## src/rtl/hazard_scoreboard.sv

```systemverilog
// ============================================================================
// hazard_scoreboard : decode-side hazard controller (forwarding, load-use
//                     stall, branch flush/bubble, halt drain, perf counters)
// Revision 1.0 - initial release
// ============================================================================
`default_nettype none

module hazard_scoreboard #(
  parameter int ADDR_W      = 5,
  parameter int NUM_SRC     = 3,
  parameter int DEPTH       = 2,
  parameter int LOAD_LAT    = 2,
  parameter int ZERO_REG_EN = 0,
  parameter int CNT_W       = 16,
  parameter int SEL_W       = $clog2(DEPTH + 1)
) (
  input  logic                       clk,
  input  logic                       rst,
  input  logic                       id_valid,
  input  logic [NUM_SRC*ADDR_W-1:0]  id_src_addr,
  input  logic [NUM_SRC-1:0]         id_src_used,
  input  logic [ADDR_W-1:0]          id_dst_addr,
  input  logic                       id_dst_wr,
  input  logic                       id_is_load,
  input  logic                       id_halt,
  input  logic                       ex_branch_taken,
  output logic                       stall,
  output logic                       bubble,
  output logic                       flush,
  output logic [NUM_SRC*SEL_W-1:0]   fwd_sel,
  output logic [DEPTH-1:0]           stg_valid,
  output logic                       halted,
  output logic [CNT_W-1:0]           stall_cnt,
  output logic [CNT_W-1:0]           flush_cnt
);

  // Index 0 of every scoreboard vector is S1 (EXE), index DEPTH-1 is WB.
  logic [DEPTH-1:0]             stg_valid_q, stg_valid_d;
  logic [DEPTH-1:0]             stg_wr_q,    stg_wr_d;
  logic [DEPTH-1:0]             stg_load_q,  stg_load_d;
  logic [DEPTH-1:0][ADDR_W-1:0] stg_addr_q,  stg_addr_d;
  logic                         halt_pend_q, halt_pend_d;
  logic [CNT_W-1:0]             stall_cnt_q, stall_cnt_d;
  logic [CNT_W-1:0]             flush_cnt_q, flush_cnt_d;

  logic [NUM_SRC-1:0]             op_haz;
  logic [NUM_SRC-1:0][SEL_W-1:0]  op_sel;
  logic                           any_hazard;

  // Scan oldest to youngest so the youngest matching stage wins.
  always_comb begin
    op_haz  = '0;
    op_sel  = '0;
    fwd_sel = '0;
    for (int i = 0; i < NUM_SRC; i++) begin
      for (int k = DEPTH - 1; k >= 0; k--) begin
        if (id_src_used[i] && stg_valid_q[k] && stg_wr_q[k] &&
            (stg_addr_q[k] == id_src_addr[i*ADDR_W +: ADDR_W]) &&
            !((ZERO_REG_EN != 0) && (stg_addr_q[k] == '0))) begin
          if (stg_load_q[k] && ((k + 1) < LOAD_LAT)) begin
            op_haz[i] = 1'b1;
            op_sel[i] = '0;
          end else begin
            op_haz[i] = 1'b0;
            op_sel[i] = SEL_W'(k + 1);
          end
        end
      end
      fwd_sel[i*SEL_W +: SEL_W] = op_sel[i];
    end
  end

  assign any_hazard = |op_haz;
  assign flush      = ex_branch_taken & stg_valid_q[0];
  assign stall      = (id_valid & any_hazard & ~flush) | halt_pend_q;
  assign bubble     = ~id_valid | stall | flush | halt_pend_q;
  assign halted     = halt_pend_q & ~(|stg_valid_q);
  assign stg_valid  = stg_valid_q;
  assign stall_cnt  = stall_cnt_q;
  assign flush_cnt  = flush_cnt_q;

  always_comb begin
    stg_valid_d = '0;
    stg_wr_d    = '0;
    stg_load_d  = '0;
    stg_addr_d  = '0;
    for (int k = 1; k < DEPTH; k++) begin
      stg_valid_d[k] = stg_valid_q[k-1];
      stg_wr_d[k]    = stg_wr_q[k-1];
      stg_load_d[k]  = stg_load_q[k-1];
      stg_addr_d[k]  = stg_addr_q[k-1];
    end
    if (!bubble) begin
      stg_valid_d[0] = 1'b1;
      stg_wr_d[0]    = id_dst_wr;
      stg_load_d[0]  = id_is_load;
      stg_addr_d[0]  = id_dst_addr;
    end

    halt_pend_d = halt_pend_q | (id_valid & id_halt & ~bubble);

    stall_cnt_d = stall_cnt_q;
    if (stall && !(&stall_cnt_q)) stall_cnt_d = stall_cnt_q + CNT_W'(1);
    flush_cnt_d = flush_cnt_q;
    if (flush && !(&flush_cnt_q)) flush_cnt_d = flush_cnt_q + CNT_W'(1);
  end

  always_ff @(posedge clk) begin
    if (rst) begin
      stg_valid_q <= '0;
      stg_wr_q    <= '0;
      stg_load_q  <= '0;
      stg_addr_q  <= '0;
      halt_pend_q <= 1'b0;
      stall_cnt_q <= '0;
      flush_cnt_q <= '0;
    end else begin
      stg_valid_q <= stg_valid_d;
      stg_wr_q    <= stg_wr_d;
      stg_load_q  <= stg_load_d;
      stg_addr_q  <= stg_addr_d;
      halt_pend_q <= halt_pend_d;
      stall_cnt_q <= stall_cnt_d;
      flush_cnt_q <= flush_cnt_d;
    end
  end

endmodule

`default_nettype wire
```

## config.mk

```make
export PLATFORM = sky130hd
export DESIGN_NAME = hazard_scoreboard
export DESIGN_NICKNAME = d
export VERILOG_FILES = /design/src/rtl/hazard_scoreboard.sv
export SDC_FILE = /design/constraint.sdc
export NUM_CORES = 1
export LEC_CHECK = 0
export BUFFER_PORTS_ARGS = -buffer_cell sky130_fd_sc_hd__buf_4
export CAP_MARGIN = 40
export CORE_UTILIZATION = 52
export DETAILED_ROUTE_END_ITERATION = 8
export PLACE_DENSITY = 0.8
export SYNTH_ARGS = -nofsm -noshare
export SYNTH_HDL_FRONTEND = slang
export SYNTH_SLANG_ARGS = --single-unit
export TNS_END_PERCENT = 1
```

## constraint.sdc

```tcl
create_clock -name clk -period 2.85 [get_ports clk]
set_clock_uncertainty 0.1 [all_clocks]
set_input_delay 0.57 -clock clk [delete_from_list [all_inputs] [get_ports clk]]
set_output_delay 0.57 -clock clk [all_outputs]
set_load 0.005 [all_outputs]
```

==> flow_metrics.py, run 1 <==
metrics = {
    "drt": {
        "via_per_inst": 5.294,
        "num_vias": 2303,
        "drtAntennaViolNets": 0,
        "drc": 0,
        "wirelength_um": 5809,
        "dr.pass1.iters": 4,
        "drt_iter0_markers": 170,
        "avgRoutedWirePerCell_um": 13.35,
    },
    "place": {
        "post-dp-hpwl_um": 4422,
        "placedInstanceArea_um2": 3166,
        "io_buffers": 73,
        "gp_congestion": 0.9556,
        "pre_cts_slack_ns": 0.1463,
    },
    "logic_synthesis": {
        "synth-edff-count": 0,
        "yosys_register_bits": 48,
        "yosys-top-cells-area": "dfxtp_1, xnor2_1, mux2_2",
        "synth.largest_area_cell": "dfxtp_1",
        "ys_seq_area_frac": 0.3737,
        "syn_nets": 328,
        "ys_types": 40,
        "synthArstFlopShare": 0,
        "ys.warnings.count": 0,
        "synthCells": 296,
        "synth_top_area_frac": 0.3737,
        "synth-main-ff-cell": "dfxtp_1",
        "syn_area_per_cell_um2": 8.687,
        "netlist_area_um2": 2571,
    },
    "clocking": {
        "clock_sinks": 48,
        "clock_path_buffers": 2,
        "h-tree-depth": 2,
        "cts_tree": "yes",
        "clk_latency_ns": 0.30,
        "cts_made_buffers": 5,
        "cts_hold_buf": 0,
        "cts-root-buf": "clkbuf_8",
        "cts_resized": 0,
        "clkSlewWorstSetupHoldPaths_ns": 0.10,
    },
    "worst_setup_path": {
        "crit_type": "reg -> out",
        "cp.required_ns": 2.18,
        "crit_fanout": 10,
        "cp-endpoint": "stall",
        "crit_start": "stg_addr_d[8]$_SDFF_PP0_",
        "reg2reg_from": "stg_addr_d[9]$_SDFF_PP0_",
        "r2r_cells": 7,
        "critPathLaunchType": "flip-flop",
        "r2r-end": "stall_cnt[15]$_SDFFE_PP0P_",
        "crit_arrival_ns": 1.99,
        "reg2reg_slack_ns": 0.42,
        "critPathCaptureType": "primary output",
    },
    "power_and_ir_drop": {
        "switching_power_mw": 0.3128,
        "pwr-share-clk": 0.335,
        "p_sw_frac": 0.2513,
        "power_frac_seq": 0.561,
        "vdd.ir_drop.worst_mv": 0.2951,
        "p_leak_nw": 1.281,
        "power_density_nw_per_um2": 381.8,
        "cell_internal_pwr_mw": 0.9316,
        "combPwrFrac": 0.104,
    },
    "grt": {
        "grt_max_degree": 57,
        "antenna_found_initial": 0,
        "grt_usage": 0.2354,
        "first_global_vias": 2132,
        "grt_first_pass_wirelength_um": 9666,
        "overflow": 0,
    },
    "sta": {
        "tightest_slew_ns": 0.5350,
        "final-max-slew-violation-count": 0,
        "tns_ns": 0,
        "timing.fmax_ghz": 0.3753,
        "finalSetupViolCount": 0,
        "maxSlewHeadroom": 0.6423,
        "fin_crit_ns": 2.665,
        "rsz0062_at_grt": "false",
        "finalHoldViolations": 0,
        "period_share": 0.9349,
        "hold_ws_ns": 0.3578,
        "worst_slack_ns": 0.1855,
    },
    "floorplan": {
        "dieWidth_um": 72.32,
        "rows": 25,
        "io_pins": 74,
        "die_y_um": 72.32,
        "start_util": 0.5408,
        "core_area_um2": 4755,
        "die_area_um2": 5230,
    },
    "finish": {
        "num_antenna_cells": 0,
        "mostFrequentLayoutCell": "buf_4",
        "area_delta_synth_final_pct": 26.76,
        "final_area_um2": 3259,
        "layout.nets": 399,
        "drive_gt1_frac": 0.2745,
        "n_fill_cell": 400,
        "final_cell_mix": "buf_4, dfxtp_1, xnor2_1",
        "final_util": 0.6855,
    },
    "job": {
        "max_cap_violations": 0,
    },
    "hold_path": {
        "hp-class": "in -> reg",
        "min-delay-start": "id_dst_addr[3]",
    },
    "outcome": {
        "status": "complete, no violations",
    },
}
[how the worst min path moves through the flow]
stage | to | slack [ns] | cells after the start
floorplan | stg_wr_q[1]$_SDFF_PP0_ | 0.33 | 1
global placement | stg_wr_q[1]$_SDFF_PP0_ | 0.35 | 1
detailed placement | stg_wr_q[1]$_SDFF_PP0_ | 0.35 | 1
CTS | stg_addr_d[8]$_SDFF_PP0_ | 0.36 | 2
global route | stg_addr_d[6]$_SDFF_PP0_ | 0.35 | 2
finish | stg_addr_d[8]$_SDFF_PP0_ | 0.36 | 2
[area by class of cell]
type / instances / area [um^2] / share of cell area
multi-input combinational: 231 / 1535 / 0.4710
sequential: 48 / 960.9 / 0.2948
timing repair buffer: 75 / 563.0 / 0.1727
tap: 67 / 83.83 / 0.02572
clock buffer: 5 / 68.82 / 0.02111
clock inverter: 3 / 25.02 / 0.007678
inverter: 6 / 22.52 / 0.006910
[stage by stage]
stage / cells / total power [mW]
after CTS: 435 / 1.254
after global placement: 427 / 0.8397
final: 435 / 1.244
after floorplan: 296 / 0.7806
after global routing: 435 / 1.300
after detailed placement: 427 / 0.8439
[cell families after synthesis]
kind of cell             after synthesis  share of synthesized area
AND/OR/NAND/NOR                      143                     0.3027
XOR/XNOR                              41                     0.1397
AO/OA/AOI/OAI                         29                    0.07592
flip-flops                            48                     0.3737
adder cells (fa/ha/maj)                2                   0.009731
multiplexers                          16                    0.06910
buffers and inverters                 17                    0.02920
[repair_timing]
action,in CTS,in global routing
setup buffers,0,0
endpoints found under the setup margin,0,1
endpoints found under the hold margin,0,0
[Yosys cell counts (2+ instances only)]
cell and number:
mux2i_1 2, nor2_1 32, mux2_1 2, nor2b_1 21
and3_1 4, mux2_2 12, or3_1 3, dfxtp_1 48
nor3_1 11, nand4_1 18, inv_1 5, and4_1 4
xnor2_1 33, a21oi_1 17, nand2_1 17, and2_1 13
nor4_1 3, nor3_2 2, nand3_1 10, clkbuf_1 8
nand2b_1 2, ha_1 2, o21ai_0 3, xor2_1 8
[layer usage]
layer | share of wire | vias up | track usage
met1 | 0.47 | 1074 | 0.3221
met4 | 0.0091 | 0 | 0.06754
met5 | 0 | - | 0
met2 | 0.47 | 60 | 0.3769
li1 | - | 1164 | -
met3 | 0.044 | 5 | 0.04583
[worst max-delay path, cell delays in order, from the launching register on]
cell	delay, ns
dfxtp_1	0.47
xor2_1	0.27
nor3_2	0.11
o311ai_4	0.51
nand2_1	0.17
buf_4	0.17
[flip-flops by register name, indices dropped and copies added, names as in the netlist]
name         cells
flush_cnt       16
halt_pend_q      1
stg_addr_d       5
stg_valid        2
stg_wr_q         2
stg_addr_q       5
stall_cnt       16
stg_load_q       1
[power groups by stage]
stage	sequential (mW)	clock, mW	combinational (mW)
global placement	0.713	0	0.127
floorplan	0.709	0	0.0714
finish	0.698	0.416	0.130
global route	0.700	0.457	0.143
CTS	0.698	0.425	0.131
detailed placement	0.714	0	0.130
(Power assumes the default switching activity.)
==> inputs of run 2 (changes only) <==
- BUFFER_PORTS_ARGS: -buffer_cell sky130_fd_sc_hd__buf_4 -> -buffer_cell sky130_fd_sc_hd__buf_2
- SLEW_MARGIN: not set -> 25
==> run 2 against run 1 <==
Against the previous run: flip-flop and latch count did not move; count of clock-buffer cells in the layout did not move; critical path depth rose by 1; die area did not move; register-to-register slack improved by 0.08 ns; final cell count rose by 0.46%; first-iteration DRC count fell by 12%; combinational power fell by 7%; clock power rose by 60%; wire length rose by 2.8%; core utilization fell by 2.0 points; total power rose by 19%; critical path type unchanged; largest cell class unchanged; largest power group unchanged.
==> flow_metrics.py, run 2 (same netlist as run 1, synthesis figures left out) <==
metrics = {
    "outcome": {
        "status": "complete, no violations",
    },
    "worst_setup_path": {
        "reg2reg_slack_ns": 0.50,
        "crit_type": "reg -> out",
        "cp.required_ns": 2.18,
        "critPathLaunchType": "flip-flop",
        "crit_arrival_ns": 1.99,
        "crit_fanout": 8,
        "critPathCaptureType": "primary output",
    },
    "clocking": {
        "clock_path_buffers": 2,
        "cts_tree": "yes",
        "clock_sinks": 48,
        "cts_made_buffers": 5,
        "clkSlewWorstSetupHoldPaths_ns": 0.08,
        "clk_latency_ns": 0.30,
        "cts_hold_buf": 0,
        "h-tree-depth": 2,
        "cts-root-buf": "clkbuf_8",
    },
    "drt": {
        "wirelength_um": 5971,
        "drc": 0,
        "drtAntennaViolNets": 0,
        "via_per_inst": 5.350,
        "dr.pass1.iters": 4,
        "drt_iter0_markers": 150,
        "num_vias": 2338,
        "avgRoutedWirePerCell_um": 13.66,
    },
    "sta": {
        "fin_crit_ns": 2.662,
        "period_share": 0.9342,
        "final-max-slew-violation-count": 0,
        "finalSetupViolCount": 0,
        "tightest_slew_ns": 0.5441,
        "maxSlewHeadroom": 0.6362,
        "tns_ns": 0,
        "finalHoldViolations": 0,
        "rsz0062_at_grt": "false",
        "timing.fmax_ghz": 0.3756,
    },
    "floorplan": {
        "rows": 25,
        "die_y_um": 72.32,
        "core_area_um2": 4755,
        "io_pins": 74,
        "dieWidth_um": 72.32,
        "die_area_um2": 5230,
        "start_util": 0.5408,
    },
    "finish": {
        "final_cell_mix": "buf_2, dfxtp_1, xnor2_1",
        "final_util": 0.6653,
        "layout.nets": 401,
        "num_antenna_cells": 0,
        "n_fill_cell": 420,
        "area_delta_synth_final_pct": 23.02,
        "mostFrequentLayoutCell": "buf_2",
        "drive_gt1_frac": 0.2811,
    },
    "grt": {
        "antenna_found_initial": 0,
        "grt_usage": 0.2470,
        "overflow": 0,
        "first_global_vias": 2233,
        "grt_first_pass_wirelength_um": 9956,
        "grt_max_degree": 26,
    },
    "place": {
        "io_buffers": 73,
        "gp_congestion": 0.9627,
        "post-dp-hpwl_um": 4479,
    },
    "power_and_ir_drop": {
        "power_density_nw_per_um2": 469.6,
        "vdd.ir_drop.worst_mv": 0.2602,
        "p_leak_nw": 1.301,
    },
    "job": {
        "max_cap_violations": 0,
    },
    "hold_path": {
        "hp-class": "in -> reg",
    },
}
## run 2: cell count changes in the layout (fill, tap and decap cells not counted), sizes merged
cell and delta:
inv -2, bufinv +3, buf +2, clkinvlp -1
## run 2: per-layer routing
metal / GRT usage / wire length (um) / vias to the layer above
met5: 0 / 0 / -
met4: 0.1068 / 119 / 0
met3: 0.05694 / 300 / 12
met2: 0.4091 / 2818 / 69
met1: 0.3071 / 2734 / 1087
li1: - / - / 1170
## run 2: path summary, 6_finish.rpt
kind | from | end | cells past startpoint
max | stg_addr_d[7]$_SDFF_PP0_ | stall | 6
min | id_dst_addr[2] | stg_addr_d[7]$_SDFF_PP0_ | 2
max reg2reg | stall_cnt[0]$_SDFFE_PP0P_ | stall_cnt[8]$_SDFFE_PP0P_ | 7
min reg2reg | stg_wr_q[0]$_SDFF_PP0_ | stg_wr_q[1]$_SDFF_PP0_ | 1
## run 2: final cells by class
| class | instances | area [um^2] | area share |
|---|---|---|---|
| timing repair buffer | 77 | 395.4 | 0.1250 |
| sequential | 48 | 960.9 | 0.3038 |
| clock buffer | 5 | 68.82 | 0.02176 |
| inverter | 6 | 22.52 | 0.007120 |
| tap | 67 | 83.83 | 0.02650 |
| clock inverter | 3 | 90.09 | 0.02848 |
| multi-input combinational | 231 | 1541 | 0.4873 |
## run 2: timing repair
action	in CTS	in global routing
setup endpoints to repair	0	1
resized for setup	0	1
setup buffers	0	0
## run 2: metrics by stage
step	power [mW]	cell area [um^2]	setup slack, ns	hold slack (ns)	instances
4_1_cts	1.495	3157	0.1351	0.3585	437
5_1_grt	1.540	3163	0.02235	0.3469	437
2_1_floorplan	0.7806	2571	0.5308	0.3291	296
3_5_place_dp	0.8323	2998	0.2378	0.3492	429
3_3_place_gp	0.8281	2998	0.3023	0.3450	429
6_report	1.485	3163	0.1875	0.3653	437
## run 2: where the power goes
part / switching, mW / total [mW] / internal (mW)
clock network: 0.228 / 0.667 / 0.438
logic: 0.0622 / 0.121 / 0.0589
registers: 0.0160 / 0.698 / 0.682
total: 0.306 / 1.49 / 1.18
## run 2: worst max-delay path, cell delays in order (launching register included)
cell and delay, ns:
dfxtp_1 0.45, xor2_1 0.22, nor4_2 0.07, and4_4 0.19
o311ai_4 0.46, nand2_1 0.15, buf_2 0.15
